### src/rtl/mem_arbiter.sv
// rtl/mem_arbiter.sv - two-requester (I-cache refill / D-cache) single-port memory arbiter
//
// Purpose: serialises I and D cache requests onto one memory port. D normally
// wins; once I has watched MAX_WAIT D grants go by while requesting, I is
// forced through. One transaction at a time, each followed by a DONE cycle.
//
// Ports:
//   clk, rst                  clock, asynchronous active-low reset
//   i_req, i_addr             I refill request and byte address
//   i_rdata, i_done           I refill block and one-cycle completion pulse
//   d_req, d_we, d_addr,
//   d_wdata                   D request, write enable, address, write block
//   d_rdata, d_done           D read block and one-cycle completion pulse
//   mem_req, mem_we, mem_addr,
//   mem_wdata                 memory request and latched command
//   mem_rdata, mem_ack        memory read block and completion
//   owner                     00 none, 01 I, 10 D
module mem_arbiter #(
   parameter int DATA_W   = 128,
   parameter int MAX_WAIT = 4
) (
   input  logic              clk,
   input  logic              rst,
   input  logic              i_req,
   input  logic [31:0]       i_addr,
   output logic [DATA_W-1:0] i_rdata,
   output logic              i_done,
   input  logic              d_req,
   input  logic              d_we,
   input  logic [31:0]       d_addr,
   input  logic [DATA_W-1:0] d_wdata,
   output logic [DATA_W-1:0] d_rdata,
   output logic              d_done,
   output logic              mem_req,
   output logic              mem_we,
   output logic [31:0]       mem_addr,
   output logic [DATA_W-1:0] mem_wdata,
   input  logic [DATA_W-1:0] mem_rdata,
   input  logic              mem_ack,
   output logic [1:0]        owner
);

   typedef enum logic [1:0] {IDLE, BUSY_I, BUSY_D, DONE} state_t;

   state_t     state;
   state_t     next_state;
   logic [2:0] wait_cnt;
   logic       starved;
   logic       grant_i;
   logic       grant_d;
   logic       ack_i;
   logic       ack_d;

   // I has waited long enough that it must beat a pending D request
   assign starved = i_req && (32'(wait_cnt) >= MAX_WAIT);
   assign ack_i   = (state == BUSY_I) && mem_ack;
   assign ack_d   = (state == BUSY_D) && mem_ack;

   always_ff @(posedge clk or negedge rst) begin
      if (!rst) begin
         state <= IDLE;
      end else begin
         state <= next_state;
      end
   end

   always_comb begin
      next_state = state;
      grant_i    = 1'b0;
      grant_d    = 1'b0;
      case (state)
         IDLE: begin
            if (d_req && !starved) begin
               grant_d    = 1'b1;
               next_state = BUSY_D;
            end else if (i_req) begin
               grant_i    = 1'b1;
               next_state = BUSY_I;
            end
         end
         BUSY_I, BUSY_D: begin
            if (mem_ack) begin
               next_state = DONE;
            end
         end
         DONE:    next_state = IDLE;
         default: next_state = IDLE;
      endcase
   end

   // mem_req and owner decode straight from state so that reset clears them
   // without waiting for a clock edge
   always_comb begin
      mem_req = 1'b0;
      owner   = 2'b00;
      case (state)
         BUSY_I: begin
            mem_req = 1'b1;
            owner   = 2'b01;
         end
         BUSY_D: begin
            mem_req = 1'b1;
            owner   = 2'b10;
         end
         default: begin
            mem_req = 1'b0;
            owner   = 2'b00;
         end
      endcase
   end

   // Command is captured only at grant, so requester inputs may change or
   // drop freely while the transaction is in flight.
   always_ff @(posedge clk or negedge rst) begin
      if (!rst) begin
         mem_addr  <= '0;
         mem_we    <= 1'b0;
         mem_wdata <= '0;
         wait_cnt  <= '0;
         i_done    <= 1'b0;
         d_done    <= 1'b0;
         i_rdata   <= '0;
         d_rdata   <= '0;
      end else begin
         if (grant_d) begin
            mem_addr  <= d_addr;
            mem_we    <= d_we;
            mem_wdata <= d_wdata;
            if (i_req && (wait_cnt != 3'd7)) begin
               wait_cnt <= wait_cnt + 3'd1;
            end
         end else if (grant_i) begin
            mem_addr  <= i_addr;
            mem_we    <= 1'b0;
            mem_wdata <= '0;
            wait_cnt  <= '0;
         end
         // done is high exactly during DONE, which lasts one cycle
         i_done <= ack_i;
         d_done <= ack_d;
         if (ack_i) begin
            i_rdata <= mem_rdata;
         end
         if (ack_d) begin
            d_rdata <= mem_we ? '0 : mem_rdata;
         end
      end
   end

endmodule
### config.mk
export PLATFORM = sky130hd
export DESIGN_NAME = mem_arbiter
export DESIGN_NICKNAME = d
export VERILOG_FILES = /design/src/rtl/mem_arbiter.sv
export SDC_FILE = /design/constraint.sdc
export NUM_CORES = 1
export LEC_CHECK = 0
export BUFFER_PORTS_ARGS = -buffer_cell sky130_fd_sc_hd__buf_4
export CAP_MARGIN = 10
export CORE_AREA = 2 2 289 291
export CTS_BUF_LIST = sky130_fd_sc_hd__clkbuf_8
export CTS_CLUSTER_SIZE = 25
export DETAILED_ROUTE_END_ITERATION = 8
export DIE_AREA = 0 0 291 293
export GPL_ROUTABILITY_DRIVEN = 1
export HOLD_SLACK_MARGIN = 0.03
export PLACE_DENSITY = 0.49
export SETUP_SLACK_MARGIN = 0.4
export SYNTH_ARGS = -nofsm -noshare
export SYNTH_HDL_FRONTEND = slang
export SYNTH_SLANG_ARGS = --single-unit
### constraint.sdc
create_clock -name clk -period 2.5 [get_ports clk]
set_input_delay 0.125 -clock clk [delete_from_list [all_inputs] [get_ports clk]]
set_output_delay 0.125 -clock clk [all_outputs]
set_load 0.02 [all_outputs]
# Yosys cells after proc, flatten, opt, wreduce, memory -nomap -nowiden
# Index checks and enable logic that the tools add are counted.
# W data, S select, Z words.
# totals
reg_bits,424
wordCells,50
output_inout_bits,422
# op_classes
eq_ne,7
mux,21
order_cmp,1
addsub,1
n_reduce_logical,11
# ops
cell,count
$mux W128,3
$mux W32,2
$mux W3,3
$mux W1,8
$mux W2,3
$ne A3 B3 Y1 const B,2
$pmux W2 S3,1
$logic_and A1 B1 Y1,5
$eq A2 B2 Y1 const B,2
$ne A2 B1 Y1 const B,2
$pmux W2 S2,1
$reduce_and A2 Y1,2
$add A3 B1 Y3 const B,1
$ge A3 B3 Y1 const B,1
$eq A2 B1 Y1 const B,1
$logic_not A2 Y1,1
$reduce_bool A2 Y1,1
$reduce_or A2 Y1,1
$logic_not A1 Y1,1

# Logic depth before layout (Yosys ltp)
# Gate-level depths: netlist of run 1.
# logic_depth
ltp_word,8
depth_mapped,8

# Worst setup path after synthesis of run 1
# No wires, ideal clock.
# synth_path
kind,register to register
from,register state[0]
to,register mem_wdata[117]
arrival_ns,1.494
path_slack_ns,0.885
stages_incl_launch_ff,9
t_required_ns,2.379
path_cell_list,dfrtp_1 inv_1 ha_1 clkbuf_2 inv_1 nor2_4 buf_4 buf_6 a22o_1
# synth_via
elab_chain_len,3
# synth_lines
item,line_no,rtl
"start, declared",45,state_t state;
"start signal, assigned",63,state <= next_state;
$logic_not A2 Y1 (*),71,case (state)
$mux W1,71,
$mux W128 or $reduce_bool A2 Y1 (tied branches),-,
"end signal, assigned",128,mem_wdata <= d_wdata;
"end, declared",37,"output logic [DATA_W-1:0] mem_wdata,"
# Mark *: on every way between the ends. The rest lies on a longest branch, timed or not.
# A chain may end at the register's enable or synchronous reset.

# Worst setup path after layout of run 1
# layout_path
from,register state[0]
to,register mem_wdata[125]
# The elaborated chain is that of the path after synthesis.

==> metrics.cfg, run 1 <==
[layout]
multiInputGateArea_um2 = 5370
nNetsFinal = 2774
final-seq-area_um2 = 10600
mostFrequentLayoutCells = buf_4 (782), dfrtp_1 (423), dlygate4sd3_1 (326)
area_delta_synth_final_pct = 72.5
fillers = 8130
drive_gt1_share_pct = 42.2
mostFrequentLayoutCell = buf_4

[detailed_routing]
viasPerCell = 4.12
post_drt_wl_per_cell_um = 18.0
vias = 14700
routed_wirelength_um = 64300
drt-initial-drc-count = 637
drtPass1Iterations = 4
antenna_left = 0
drt_drc_violations_left = 0

[synthesis]
synth.net_count = 1666
seq_area_frac_synth_pct = 64.3
ys_types = 29
netlist_area_um2 = 16500
synth.top_cells.by_area = dfrtp_1 (64%), mux2_2 (8.7%), a22o_1 (6.8%)
synth_top_area_share_pct = 64.3
syn_inst = 1333
syn_area_per_cell_um2 = 12.4
synth_top_area_cell = dfrtp_1
ys_warn_count = 0
ys_ff_latch = 424

[grt]
grt_max_degree = 88
gr-usage-all-layers_pct = 14.8
grt_pass1_wl_um = 97600
grt_pass1_vias = 16300
antenna_found_initial = 3
globalRouteOverflowTotal = 0

[worst_setup_path]
worstReg2RegEnd = mem_wdata[125]
critPathLaunchType = register
rr_startpoint = state[0]
crit_buf_inv = 4
rr_worst_depth = 7
worst-endpoint-arrival_ps = 2460
worstPathMaxFanout = 33
r2r_setup_slack_ps = 580
crit_slowest_cell = dfrtp_1
worst_setup_path_end_kind = register
crit_family = buffers and inverters
cp_cell_sequence = inv_1 > ha_1 > inv_1 > nor2_4 > buf_12 > buf_4 > a22o_1
required_ps = 3040
cpMostUsedCell = inv_1
crit_type = register to register
cpPeakStageDelay_ps = 410

[hold_path]
hold_path.class = input port to async pin

[clock_network]
cts_root_buf = clkbuf_8
path_clk_slew_ps = 60
clock_path_buffers = 3
ctsResizeCount = 0
htree_levels = 3
worstSkewPairLatency_ps = 640
cts_made_buffers = 77
cts_tree = built
cts.sink_count = 424

[pwr]
seq_power_share_pct = 33.3
vdd_drop_max_mv = 0.591
pwr-share-comb_pct = 48.6
power_switching_share_pct = 40.5
power.total_mw = 36.7
power_density_nw_per_um2 = 1290
pwr-share-clk_pct = 18.1
switchingPower_mw = 14.9
leakage_nw = 13.8
internal-power_mw = 21.8

[timing]
setup_viol = 0
tightest_slew_ps = 816
max_freq_ghz = 0.521
min_period_over_period_pct = 76.8
slew_viol_final = 0
fin_crit_ps = 1920
fin_setup_tns_ps = 0
hold_viol = 0
slew_headroom_pct = 45.6
rsz0062_at_grt = no
skew_ps = 38.8

[flow_run]
drv_cap = 0

[floorplan]
die-area_um2 = 85300
initial_core_util_pct = 20.2
rows = 105
coreArea_um2 = 81800
die_w_um = 291
die_h_um = 293
io_pins = 748

[placement]
port_buffers = 747
dp_hpwl_um = 46000
gp_congestion = 0.832

[outcome]
outcome = finished, final reports clean

==> worst reg2reg max path: stages, from the launching register on <==
cell	delay, ps
dfrtp_1	410
inv_1	120
ha_1	320
inv_1	140
nor2_4	230
buf_12	230
buf_4	250
a22o_1	160
==> sequential cells by signal, indices dropped and copies added (netlist names) <==
| signal | flops |
|---|---|
| d_rdata | 128 |
| i_done | 1 |
| d_done | 1 |
| mem_we | 1 |
| state | 2 |
| wait_cnt | 3 |
| i_rdata | 128 |
| mem_addr | 32 |
| mem_wdata | 128 |
==> routing by layer <==
layer	up-vias	global-route usage (%)	share of wire [%]
met5	-	0	0
met4	0	7.23	4.6
met3	161	5.07	8.0
met2	614	25.6	50
met1	7079	16.1	38
li1	6848	-	-
==> worst max-delay path by stage <==
stage | from | endpoint | slack [ps] | cells after the start
after floorplan | state[0] | mem_wdata[117] | 880 | 8
after global placement | state[0] | mem_wdata[86] | 610 | 7
after detailed placement | state[0] | mem_wdata[78] | 570 | 7
after CTS | mem_we | mem_we | 400 | 2
after global routing | state[0] | mem_wdata[125] | 420 | 7
final | state[0] | mem_wdata[125] | 580 | 7
==> per-stage QoR <==
step | util [%] | hold WS, ps | instances | setup WS, ps | area [um2]
3_3_place_gp | 28.8 | 219 | 3099 | 608 | 23600
6_report | 34.8 | 127 | 3572 | 579 | 28500
2_1_floorplan | - | -171 | 1333 | 885 | 16500
5_1_grt | 34.8 | 135 | 3570 | 418 | 28500
4_1_cts | 34.7 | 68.8 | 3562 | 400 | 28400
3_5_place_dp | 28.8 | 220 | 3099 | 572 | 23600
==> kinds of logic (layout without fill, tap and decap cells) <==
kind of cell,Yosys count,in the layout,synth area share [%]
AO/OA/AOI/OAI,364,364,14.2
adder cells (fa/ha/maj),7,7,0.530
buffers and inverters,109,1273,3.39
flip-flops,424,424,64.3
multiplexers,129,129,8.79
other,0,5,0
AND/OR/NAND/NOR,300,300,8.84
==> cell type report <==
class                           count  area share [%]
Clock buffer                       96            4.64
Inverter                            8           0.105
Clock inverter                     39           0.826
Sequential cell                   424            37.3
Timing Repair Buffer             1130            33.6
Multi-Input combinational cell    800            18.8
Antenna cell                        5          0.0439
Tap cell                         1070            4.70
==> what timing repair did <==
item,in CTS,in global routing
buffers inserted,2,5
hold endpoints to repair,713,0
hold buffers,326,0
setup endpoints to repair,1,1
==> cells in the mapped netlist <==
cell,n
clkbuf_1,39
a21bo_2,1
o21ai_2,1
a21oi_1,65
ha_1,7
mux2_2,128
o21ai_0,161
nor2b_1,1
a22o_1,129
buf_4,1
a21boi_2,1
buf_1,3
or3_1,1
o32a_1,1
nor2_1,33
nand3_1,1
buf_2,45
nor2_4,1
o21a_1,1
a32o_1,1
buf_6,12
a2bb2oi_1,2
nand2_1,135
dfrtp_1,424
inv_1,8
nand2b_1,128
o211ai_1,1
mux2i_1,1
clkbuf_2,1
==> power by group through the flow <==
| stage | clock network, mW | registers, mW | logic [mW] |
|---|---|---|---|
| floorplan | 0 | 15.9 | 5.19 |
| global placement | 0 | 12.3 | 17.2 |
| detailed placement | 0 | 12.4 | 17.4 |
| finish | 6.64 | 12.2 | 17.9 |
| global route | 7.30 | 12.6 | 19.1 |
| CTS | 6.96 | 12.3 | 18.0 |
Note: power is estimated with default switching activity, not from simulation.
==> inputs of run 2 (changes only) <==
CORE_AREA = 2 2 288 290   (was 2 2 289 291)
DIE_AREA = 0 0 290 292   (was 0 0 291 293)
PLACE_DENSITY = 0.5   (was 0.49)
clock period = 1.6 ns   (was 2.5 ns; I/O delays follow)
==> metrics.cfg, run 2 (synthesized netlist as in run 1, its figures left out) <==
[layout]
fillers = 7695
reg_top3 = d_rdata: 128 flops, i_rdata: 128 flops, mem_wdata: 128 flops
fin_cells = 3718
utilization_pct = 40.1
nNetsFinal = 2913
area_delta_synth_final_pct = 98.0
drive_gt1_share_pct = 54.0
mostFrequentLayoutCell = buf_4
postLayoutCellArea_um2 = 32700
mostFrequentLayoutCells = buf_4 (781), dfrtp_1 (422), dlygate4sd3_1 (328)

[placement]
port_buffers = 747
gp_congestion = 0.872
place_ws_ps = -76.0
placedCellCount = 3125
dp_hpwl_um = 45600
placed_cell_area_um2 = 23900

[timing]
rsz0062_at_grt = yes
skew_ps = 27.9
tightest_slew_ps = 831
fin_crit_ps = 1790
worst_hold_slack_ps = 134
min_period_over_period_pct = 112
layout_setup_ws_ps = -192
hold_viol = 0
slew_headroom_pct = 44.4
slew_viol_final = 0
setup_viol = 108
fin_setup_tns_ps = -2870
max_freq_ghz = 0.558

[detailed_routing]
routed_wirelength_um = 77800
post_drt_wl_per_cell_um = 20.9
drtPass1Iterations = 4
drt_drc_violations_left = 0
vias = 16000
viasPerCell = 4.29
drt-initial-drc-count = 675
antenna_left = 0

[floorplan]
initial_core_util_pct = 20.2
rows = 105
die_w_um = 290
die_h_um = 292
die-area_um2 = 84700
coreArea_um2 = 81600
io_pins = 748

[grt]
gr-usage-all-layers_pct = 16.3
grt_max_degree = 80
grt_pass1_vias = 17000
antenna_found_initial = 5
globalRouteOverflowTotal = 0
grt_pass1_wl_um = 105000

[pwr]
power.total_mw = 68.2
leakage_nw = 15.6
pwr-share-clk_pct = 16.3
pwr-share-comb_pct = 54.4
switchingPower_mw = 27.7
vdd_drop_max_mv = 1.10
power_density_nw_per_um2 = 2080
seq_power_share_pct = 29.2
power_switching_share_pct = 40.7
internal-power_mw = 40.4

[clock_network]
worstSkewPairLatency_ps = 660
htree_levels = 3
cts_made_buffers = 83
path_clk_slew_ps = 60
cts_root_buf = clkbuf_8
clock_path_buffers = 3
cts_tree = built
cts.sink_count = 424

[flow_run]
drv_cap = 0

[worst_setup_path]
worst_setup_path_end_kind = register
worst-endpoint-arrival_ps = 2320
critPathLaunchType = register
worstPathMaxFanout = 7
crit_type = register to register
required_ps = 2130

[outcome]
violations = setup timing
outcome = finished with violations

[hold_path]
hold_path.class = input port to async pin

run 2: power groups by stage:
stage / clock network [mW] / logic, mW / registers, mW
5_1_grt: 12.1 / 39.1 / 20.5
3_3_place_gp: 0 / 27.4 / 19.1
4_1_cts: 11.6 / 32.3 / 19.3
2_1_floorplan: 0 / 8.54 / 24.9
6_report: 11.1 / 37.1 / 19.9
3_5_place_dp: 0 / 27.9 / 19.2
run 2: final timing paths:
check	startpoint	endpoint	slack [ps]	depth (start not counted)
max	state[0]	mem_addr[23]	-190	8
min	rst	d_rdata[77]	130	3
max reg2reg	state[0]	mem_addr[23]	-190	8
min reg2reg	d_rdata[18]	d_rdata[18]	480	2
max in group asynchronous	rst	i_rdata[2]	190	3
min in group clk	d_wdata[64]	mem_wdata[64]	180	3
run 2: what timing repair did:
action | in CTS | in global routing
resized for setup | 91 | 481
hold buffers | 328 | 0
hold endpoints to repair | 846 | 0
gates cloned | 32 | 39
endpoints found under the setup margin | 846 | 862
pin swaps | 26 | 116
setup buffers | 19 | 22
run 2: worst max-delay path, cell delays in order, from the launching register on:
cell	delay, ps
dfrtp_2	440
inv_4	110
ha_4	200
clkinv_4	80
buf_8	150
buf_12	150
buf_4	150
o21ai_0	280
a21oi_1	120
run 2: cell type report:
class,instances,area (um2),area share [%]
diodes,4,10.0,0.0306
multi-input cells,805,6760,20.7
flip-flops and latches,424,10600,32.5
clock buffers,103,1420,4.34
inverters,8,37.5,0.115
clock inverters,46,273,0.834
repair buffers,1258,12300,37.5
well taps,1070,1340,4.09
run 2: layer usage:
layer	up-vias	track usage (%)	part of all wire [%]
li1	7203	-	-
met1	7905	18.1	38
met2	673	28.1	50
met3	177	5.11	6.9
met4	4	8.13	4.6
met5	-	0	0.026
==> inputs of run 3 (changes only) <==
CELL_PAD_IN_SITES_DETAIL_PLACEMENT = 1   (was unset)
CELL_PAD_IN_SITES_GLOBAL_PLACEMENT = 1   (was unset)
CORE_AREA = 2 2 287 289   (was 2 2 288 290)
DIE_AREA = 0 0 289 291   (was 0 0 290 292)
PLACE_DENSITY = 0.56   (was 0.5)
==> metrics.cfg, run 3 (synthesized netlist as in run 1, its figures left out) <==
[outcome]
outcome = finished with violations
violations = hold timing, setup timing

[floorplan]
die-area_um2 = 84100
die_w_um = 289
rows = 105
die_h_um = 291
initial_core_util_pct = 20.3
io_pins = 748
coreArea_um2 = 81200

[clock_network]
cts_root_buf = clkbuf_8
cts_made_buffers = 81
worstSkewPairLatency_ps = 660
cts.sink_count = 424
cts_tree = built
path_clk_slew_ps = 60
clock_path_buffers = 3
htree_levels = 3
cts_hold_buffers = 325

[timing]
max_freq_ghz = 0.596
slew_viol_final = 0
tightest_slew_ps = 473
fin_crit_ps = 1680
hold_viol = 7
rsz0062_at_grt = yes
skew_ps = 36.1
worst_hold_slack_ps = -28.4
min_period_over_period_pct = 105
layout_setup_ws_ps = -78.1
slew_headroom_pct = 68.5
setup_viol = 48

[detailed_routing]
routed_wirelength_um = 76100
drt_drc_violations_left = 0
route.met2.wl_um = 39600
viasPerCell = 4.28
vias = 15800
drt-initial-drc-count = 550
met3_length_um = 5100
drtPass1Iterations = 4
routed.top_layer = met4
post_drt_wl_per_cell_um = 20.7
wl_met1_um = 28400
antenna_left = 0

[worst_setup_path]
critPathLaunchType = register
required_ps = 2150
worst_setup_path_end_kind = register
worst-endpoint-arrival_ps = 2220
crit_type = register to register
worstPathMaxFanout = 6

[grt]
gr-usage-all-layers_pct = 17.3
antenna_found_initial = 4
grt_max_degree = 43
grt_pass1_vias = 17700
grt_pass1_wl_um = 111000
globalRouteOverflowTotal = 0

[layout]
mostFrequentLayoutCells = buf_4 (803), dfrtp_1 (423), dlygate4sd3_1 (325)
area_delta_synth_final_pct = 84.7
drive_gt1_share_pct = 45.4
final-seq-area_um2 = 10600
multiInputGateArea_um2 = 5620
fillers = 8853
reg_top3 = d_rdata: 128 flops, i_rdata: 128 flops, mem_wdata: 128 flops
mostFrequentLayoutCell = buf_4
nNetsFinal = 2875
utilization_pct = 37.6

[placement]
dp_hpwl_um = 48800
port_buffers = 747
gp_congestion = 0.815

[flow_run]
drv_cap = 0

[hold_path]
hold_path.class = input port to async pin

[pwr]
vdd_drop_max_mv = 0.777
leakage_nw = 14.8
power_density_nw_per_um2 = 2070

[run 3: changes by cell type in the layout (fill, tap and decap cells not counted), moves of 22 or more]
| cell | previous run | this run |
|---|---|---|
| o21ai_0 | 32 | 129 |
| o21ai_2 | 68 | 2 |
| nand2_2 | 33 | 0 |
| a21oi_1 | 18 | 42 |
| nand2_1 | 44 | 133 |
| buf_4 | 781 | 803 |
| nand2_4 | 57 | 0 |
| o21ai_1 | 57 | 30 |
[run 3: per-stage QoR]
stage | total power [mW] | setup TNS [ps] | setup slack (ps) | instance area (um2) | std cells
final | 63.1 | -1360 | -78.1 | 30500 | 3680
after global routing | 66.7 | -16980 | -147 | 30500 | 3680
after CTS | 62.8 | -11130 | -88.2 | 30100 | 3655
after detailed placement | 47.3 | -6390 | -88.9 | 24000 | 3132
after global placement | 46.7 | -2920 | -54.3 | 24000 | 3132
after floorplan | 33.4 | 0 | 141 | 16700 | 1333
[run 3: cell type report]
cell class                      count  share of cell area (%)
Antenna cell                        4                  0.0328
Clock buffer                      103                    4.65
Clock inverter                     44                   0.870
Inverter                            8                   0.115
Multi-Input combinational cell    802                    18.4
Sequential cell                   424                    34.8
Tap cell                         1070                    4.39
Timing Repair Buffer             1225                    36.7
[run 3: repair_timing]
item,in CTS,in global routing
resized for setup,78,53
endpoints found under the setup margin,846,846
setup buffers,27,13
pin swaps,20,9
cloned,24,8
hold endpoints to repair,846,27
[run 3: worst paths after layout]
kind / start / to / slack [ps] / cells past startpoint
setup / recovery: state[0] / mem_wdata[77] / -80 / 8
hold / removal: rst / i_rdata[33] / -30 / 2
setup reg to reg: state[0] / mem_wdata[77] / -80 / 8
hold reg to reg: d_rdata[82] / d_rdata[82] / 480 / 2
max in group asynchronous: rst / d_rdata[75] / 820 / 3
min in group clk: d_wdata[55] / mem_wdata[55] / 180 / 3
[run 3: per-layer routing]
layer / up-vias / global-route usage [%]
met5: - / 0
met1: 7873 / 19.1
met4: 0 / 6.98
met2: 621 / 31.4
met3: 183 / 4.50
li1: 7084 / -
[run 3: worst max-delay path, cell delays in order (launching register included)]
cell	delay [ps]
dfrtp_1	410
inv_2	110
ha_4	210
o21ai_4	130
buf_12	160
buf_6	110
buf_12	120
buf_16	140
a22o_1	180
[run 3: where the power goes]
group,internal [mW],total [mW],switching [mW]
clock network,6.13,11.2,5.04
registers,15.9,19.3,3.31
logic,15.6,32.7,17.1
